$ cat src/rtl/console_mux_pkg.sv
// rtl/console_mux_pkg.sv - shared types and helpers for the console multiplexer
package console_mux_pkg;

  typedef enum logic [1:0] {IDLE, SEND, GUARD, WAIT} arb_state_t;

  localparam int DEFAULT_EOL_CHAR = 'h0A;

  function automatic int ch_idx_width(input int num_ch);
    return (num_ch > 1) ? $clog2(num_ch) : 1;
  endfunction

endpackage

$ cat src/rtl/console_fifo.sv
// rtl/console_fifo.sv - per-channel first-word fall-through byte FIFO
module console_fifo #(
  parameter  int WIDTH = 8,
  parameter  int DEPTH = 16,
  localparam int AW    = $clog2(DEPTH)
) (
  input  logic             clk,
  input  logic             rst,
  input  logic             push,
  input  logic             pop,
  input  logic [WIDTH-1:0] din,
  output logic [WIDTH-1:0] dout,
  output logic             full,
  output logic             empty,
  output logic [AW:0]      count
);

  logic [WIDTH-1:0] mem [DEPTH];
  logic [AW-1:0]    wr_ptr;
  logic [AW-1:0]    rd_ptr;
  logic             do_push;
  logic             do_pop;

  // A pop in the same cycle frees the slot a push into a full FIFO needs
  assign do_pop  = pop && !empty;
  assign do_push = push && (!full || do_pop);

  always_ff @(posedge clk) begin
    if (rst) begin
      wr_ptr <= '0;
      rd_ptr <= '0;
      count  <= '0;
    end else begin
      if (do_push) wr_ptr <= wr_ptr + 1'b1;
      if (do_pop)  rd_ptr <= rd_ptr + 1'b1;
      case ({do_push, do_pop})
        2'b10:   count <= count + 1'b1;
        2'b01:   count <= count - 1'b1;
        default: count <= count;
      endcase
    end
  end

  always_ff @(posedge clk) begin
    if (do_push) mem[wr_ptr] <= din;
  end

  assign dout  = mem[rd_ptr];
  assign full  = (count == (AW+1)'(DEPTH));
  assign empty = (count == '0);

endmodule

$ cat src/rtl/console_arbiter.sv
// rtl/console_arbiter.sv - line-granular round-robin merge of uart_rx streams onto one uart_tx
module console_arbiter
  import console_mux_pkg::*;
#(
  parameter  int                        NUM_CH         = 4,
  parameter  int                        DATA_BIT_COUNT = 8,
  parameter  int                        FIFO_DEPTH     = 16,
  parameter  logic [DATA_BIT_COUNT-1:0] EOL_CHAR       = DATA_BIT_COUNT'(DEFAULT_EOL_CHAR),
  localparam int                        CW             = ch_idx_width(NUM_CH),
  localparam int                        AW             = $clog2(FIFO_DEPTH)
) (
  input  logic                             clk,
  input  logic                             rst,
  input  logic [NUM_CH-1:0]                rx_ready,
  input  logic [NUM_CH*DATA_BIT_COUNT-1:0] rx_data,
  input  logic                             tx_busy,
  output logic                             tx_start,
  output logic [DATA_BIT_COUNT-1:0]        tx_data,
  output logic [CW-1:0]                    grant,
  output logic                             grant_valid,
  output logic [NUM_CH-1:0]                overflow
);

  arb_state_t                                   state, state_n;
  logic [NUM_CH-1:0]                            prev_ready;
  logic [NUM_CH-1:0]                            push, pop, full, empty, eligible;
  logic [NUM_CH-1:0][DATA_BIT_COUNT-1:0]        dout;
  logic [NUM_CH-1:0][AW:0]                      count;
  logic [CW-1:0]                                rr_ptr, pick, cand;
  logic                                         pick_valid, send_go, release_go, last_eol;
  int                                           idx;

  // uart_rx ready is a level, so a new byte shows up as its rising edge
  assign push = rx_ready & ~prev_ready;
  assign pop  = send_go ? (NUM_CH'(1) << grant) : '0;

  for (genvar i = 0; i < NUM_CH; i++) begin : g_ch
    logic [AW:0] line_cnt;
    logic        inc, dec;

    console_fifo #(.WIDTH(DATA_BIT_COUNT), .DEPTH(FIFO_DEPTH)) u_fifo (
      .clk   (clk),
      .rst   (rst),
      .push  (push[i]),
      .pop   (pop[i]),
      .din   (rx_data[i*DATA_BIT_COUNT +: DATA_BIT_COUNT]),
      .dout  (dout[i]),
      .full  (full[i]),
      .empty (empty[i]),
      .count (count[i])
    );

    assign inc = push[i] && (!full[i] || pop[i]) &&
                 (rx_data[i*DATA_BIT_COUNT +: DATA_BIT_COUNT] == EOL_CHAR);
    assign dec = pop[i] && !empty[i] && (dout[i] == EOL_CHAR);

    always_ff @(posedge clk) begin
      if (rst)              line_cnt <= '0;
      else if (inc && !dec) line_cnt <= line_cnt + 1'b1;
      else if (dec && !inc) line_cnt <= line_cnt - 1'b1;
    end

    // A full FIFO with no complete line is flushed anyway so it can drain
    assign eligible[i] = (line_cnt != '0) || full[i];
  end

  always_comb begin
    pick       = rr_ptr;
    pick_valid = 1'b0;
    idx        = 0;
    cand       = '0;
    for (int k = NUM_CH - 1; k >= 0; k--) begin
      idx  = (int'(rr_ptr) + k) % NUM_CH;
      cand = CW'(idx);
      if (eligible[cand]) begin
        pick       = cand;
        pick_valid = 1'b1;
      end
    end
  end

  always_comb begin
    state_n    = state;
    send_go    = 1'b0;
    release_go = 1'b0;
    case (state)
      IDLE:  if (pick_valid) state_n = SEND;
      SEND:  if (!tx_busy) begin
               send_go = 1'b1;
               state_n = GUARD;
             end
      GUARD: state_n = WAIT;
      WAIT:  if (!tx_busy) begin
               if (last_eol || count[grant] == '0) begin
                 release_go = 1'b1;
                 state_n    = IDLE;
               end else begin
                 state_n = SEND;
               end
             end
      default: state_n = IDLE;
    endcase
  end

  always_ff @(posedge clk) begin
    if (rst) begin
      state       <= IDLE;
      prev_ready  <= '1;
      rr_ptr      <= '0;
      grant       <= '0;
      grant_valid <= 1'b0;
      tx_start    <= 1'b0;
      tx_data     <= '0;
      last_eol    <= 1'b0;
      overflow    <= '0;
    end else begin
      state      <= state_n;
      prev_ready <= rx_ready;
      tx_start   <= send_go;
      overflow   <= overflow | (push & full & ~pop);
      if (state == IDLE && pick_valid) begin
        grant       <= pick;
        grant_valid <= 1'b1;
      end
      if (send_go) begin
        tx_data  <= dout[grant];
        last_eol <= (dout[grant] == EOL_CHAR);
      end
      if (release_go) begin
        grant_valid <= 1'b0;
        rr_ptr      <= (grant == CW'(NUM_CH - 1)) ? '0 : grant + 1'b1;
      end
    end
  end

endmodule

$ cat config.mk
export PLATFORM = sky130hd
export DESIGN_NAME = console_arbiter
export DESIGN_NICKNAME = d
export VERILOG_FILES = /design/src/rtl/console_mux_pkg.sv /design/src/rtl/console_fifo.sv /design/src/rtl/console_arbiter.sv
export SDC_FILE = /design/constraint.sdc
export NUM_CORES = 1
export LEC_CHECK = 0
export CAP_MARGIN = 20
export CORE_ASPECT_RATIO = 1.2
export CORE_MARGIN = 2
export CORE_UTILIZATION = 42
export DETAILED_ROUTE_END_ITERATION = 10
export SYNTH_ARGS = -nofsm -noshare
export SYNTH_HDL_FRONTEND = slang
export SYNTH_HIERARCHICAL = 1
export SYNTH_SLANG_ARGS = --single-unit
$ cat constraint.sdc
create_clock -name clk -period 3.29 [get_ports clk]
set_input_delay 0.329 -clock clk [delete_from_list [all_inputs] [get_ports clk]]
set_output_delay 0.329 -clock clk [all_outputs]
set_load 0.005 [all_outputs]
==> flow_summary.json <==
{
  "status": "complete, but fails checks",
  "violations": "setup timing",
  "overflow": 0,
  "viasPerCell": 5.45,
  "cts_max_path_buffers": 3,
  "p_int_mw": 13.4,
  "num_rows": 100,
  "finalPower_mw": 17.1,
  "yosys.area_share.simple": 0.0767,
  "crit_path_max_incr_delay_ps": 500,
  "relSlewSlack": 0.366,
  "fin_util": 0.528,
  "fp.dieArea_um2": 64700,
  "first_global_vias": 16100,
  "powerDensity_nw_per_um2": 521,
  "synth_fa_ha_area_frac": 0.0322,
  "arrival_ps": 3820,
  "cp-start-kind": "flip-flop",
  "io_buffers": 54,
  "grt_pass1_wl_mm": 93.8,
  "yosysWarnings": 6,
  "wl_per_cell_um": 21.5,
  "power_frac_comb": 0.063,
  "start_util": 0.424,
  "fillers": 5025,
  "avgSynthCellArea_um2": 16.2,
  "cp_max_fo": 6,
  "regToRegSetupSlack_ps": -2,
  "synth_edf_count": 512,
  "io_pins": 55,
  "crit_chain": "buf_12 > buf_12 > mux4_2 > a22oi_2 > nand2_1 > nand3_1 > nor3_2 > nand3_1 > ha_2 > inv_4 > buf_6 > fa_2 > a21o_1 > a21oi_2 > xnor2_1 > or3_1 > a21oi_2",
  "cts.reportedPaths.clkPinSlew_ps": 60,
  "drc": 0,
  "ys_async_sr_fraction": 0,
  "setup_viol": 1,
  "syn-num-nets": 1728,
  "min_path_type": "in -> reg",
  "endpoint_kind": "flip-flop",
  "cp_data_required_time_ps": 3820,
  "vias": 15400,
  "die_h_um": 278,
  "synth_mux_area_frac": 0.127,
  "layout_setup_ws_ps": -1.95,
  "synth-xor-area-share": 0.0116,
  "clkPwrFrac": 0.429,
  "ir_drop_uv": 339,
  "ant_nets": 0,
  "switching_share": 0.216,
  "synth-seq-area-share": 0.670,
  "cts_made_buffers": 66,
  "clock_skew_ps": 16.2,
  "drt_iter0_markers": 1085,
  "synth.distinct_cells": 59,
  "regArea_um2": 17700,
  "rsz0062_at_grt": "true",
  "period_needed_ps": 3290,
  "holdCritStartpoint": "rst",
  "highest_layer": "met5",
  "gp_congestion": 0.817,
  "layout_common_cells": "512 x edfxtp_1, 249 x buf_4, 136 x mux4_2, 111 x nor2_1, 109 x dfxtp_1",
  "wl_met3_mm": 3.42,
  "cts_hold_buf": 0,
  "cts_tree": "done",
  "groute.usage.overall": 0.191,
  "finalWirelength_mm": 60.8,
  "drv_slew": 0,
  "worst_pin_slew_ps": 948,
  "drv_cap": 0,
  "synthCells": 1626,
  "wl_met2_mm": 30.6,
  "max_freq_mhz": 304,
  "hold_viol": 0,
  "synth_top_family_by_area": "multiplexers",
  "diodes": 0,
  "ys_ff_latch": 625,
  "cts_num_sinks": 625,
  "core_um2": 62100,
  "synth_compound_area_frac": 0.0612,
  "yosys_most_used_dff": "edfxtp_1",
  "clock_latency_ps": 600,
  "fin_nets": 2060,
  "multi_input_area_um2": 8640,
  "wl_met1_mm": 25.0,
  "seq_power_share": 0.508,
  "setup_tns_ps": -1.95,
  "final.period_utilization": 1.00,
  "r2r_cells": 17,
  "antenna_found_initial": 3,
  "cts.htree.levels": 3,
  "root_buffer": "clkbuf_16",
  "leakagePower_nw": 11.4,
  "endpoint": "g_ch[3].line_cnt[4]$_SDFFE_PP0P_",
  "area_growth_pct": 24.5,
  "hpwl_mm": 40.8,
  "firstDrtPassIters": 5,
  "grt_max_degree": 62,
  "die_x_um": 233,
  "syn_area_um2": 26300,
  "crit_slowest_cell": "mux4_2",
  "p_sw_mw": 3.68,
  "critPathKind": "reg -> reg",
  "worstReg2RegEnd": "g_ch[3].line_cnt[4]$_SDFFE_PP0P_",
  "final_common_cell": "edfxtp_1",
  "drive_above_1_share": 0.330
}
## flip-flops by register name, indices dropped and copies added, names as in the netlist, 2 cells and up, named ones only
register            cells
g_ch.line_cnt          20
overflow                4
g_ch.u_fifo/rd_ptr     16
tx_data                 8
g_ch.u_fifo/wr_ptr     16
rr_ptr                  2
g_ch.u_fifo/mem       512
state                   2
grant                   2
prev_ready              4
g_ch.u_fifo/count      20
## what timing repair did
| action | in CTS | in global routing |
|---|---|---|
| buffers inserted | 46 | 10 |
| gates cloned | 6 | 0 |
| resized for setup | 98 | 42 |
| pin swaps | 54 | 44 |
| endpoints found under the setup margin | 9 | 14 |
## cells by family after synthesis
group           count (synthesis)
fa+ha+maj                      63
simple gates                  384
mux                           163
xor+xnor                       35
flops                         625
compound gates                216
buf+inv                       140
## critical path, delay by kind of cell, from the launching register on
kind                     cells  cell delay (ps)
AND/OR/NAND/NOR              5              660
AO/OA/AOI/OAI                4              600
adder cells (fa/ha/maj)      2              550
multiplexers                 1              500
buffers and inverters        4              430
flip-flops                   1              390
XOR/XNOR                     1               80
## layout make-up
cell class / instances / share of cell area
Multi-Input combinational cell: 861 / 0.264
Sequential cell: 625 / 0.539
Clock buffer: 86 / 0.0537
Clock inverter: 32 / 0.0107
Timing Repair Buffer: 340 / 0.0943
Tap cell: 816 / 0.0312
Inverter: 64 / 0.00756
## power groups by stage
| stage | clock [mW] | sequential, mW | combinational (mW) |
|---|---|---|---|
| 6_report | 7.32 | 8.67 | 1.07 |
| 5_1_grt | 7.78 | 8.67 | 1.16 |
| 4_1_cts | 7.49 | 8.66 | 1.05 |
| 3_5_place_dp | 0 | 8.83 | 0.965 |
| 3_3_place_gp | 0 | 8.83 | 0.945 |
| 2_1_floorplan | 0 | 8.82 | 0.520 |
## cell usage after synthesis (all sizes together), types with 8 or more instances
master,number,area share
o21ai,28,0.0080
nor3,22,0.0042
o211ai,10,0.0029
clkbuf,51,0.0073
nor3b,14,0.0042
or2,10,0.0024
dfxtp,113,0.086
ha,55,0.026
or4,8,0.0029
xor2,18,0.0060
nor2b,16,0.0038
buf,25,0.0051
xnor2,17,0.0057
nor4b,9,0.0030
edfxtp,512,0.58
o41ai,9,0.0037
a21o,12,0.0034
a21oi,32,0.0061
mux4,136,0.12
nor4,25,0.0059
and3,14,0.0033
nand2,61,0.0087
inv,64,0.0091
and2,24,0.0057
nand3,23,0.0044
nand2b,24,0.0057
a22oi,66,0.019
mux2i,27,0.010
nor2,114,0.016
fa,8,0.0061
o2111ai,10,0.0033
o21a,12,0.0034
## worst min-delay path by stage
stage | endpoint | slack [ps] | cells past startpoint
after detailed placement | tx_data[7]$_SDFFE_PP0P_ | 450 | 2
final | g_ch[0].line_cnt[0]$_SDFFE_PP0P_ | 250 | 2
after floorplan | g_ch[3].u_fifo/count[0]$_SDFFE_PP0P_ | 410 | 1
after global placement | tx_data[5]$_SDFFE_PP0P_ | 450 | 2
after CTS | g_ch[0].u_fifo/wr_ptr[0]$_SDFFE_PP0P_ | 250 | 2
after global routing | g_ch[0].u_fifo/wr_ptr[0]$_SDFFE_PP0P_ | 280 | 2
## per-stage QoR
stage | std cells | hold WS [ps] | setup slack, ps | instance area [µm²]
final | 2824 | 250 | -1.95 | 32800
after CTS | 2819 | 254 | -55.9 | 32500
after global routing | 2824 | 283 | -162 | 32800
after detailed placement | 2649 | 453 | -423 | 29500
after global placement | 2649 | 448 | -308 | 29500
after floorplan | 1626 | 405 | 10.5 | 26400
## metal layers
metal | global-route usage | vias to the layer above
met1 | 0.244 | 7821
li1 | - | 7070
met5 | 0 | -
met3 | 0.0371 | 91
met2 | 0.324 | 402
met4 | 0.0701 | 6
(Power assumes the default switching activity.)
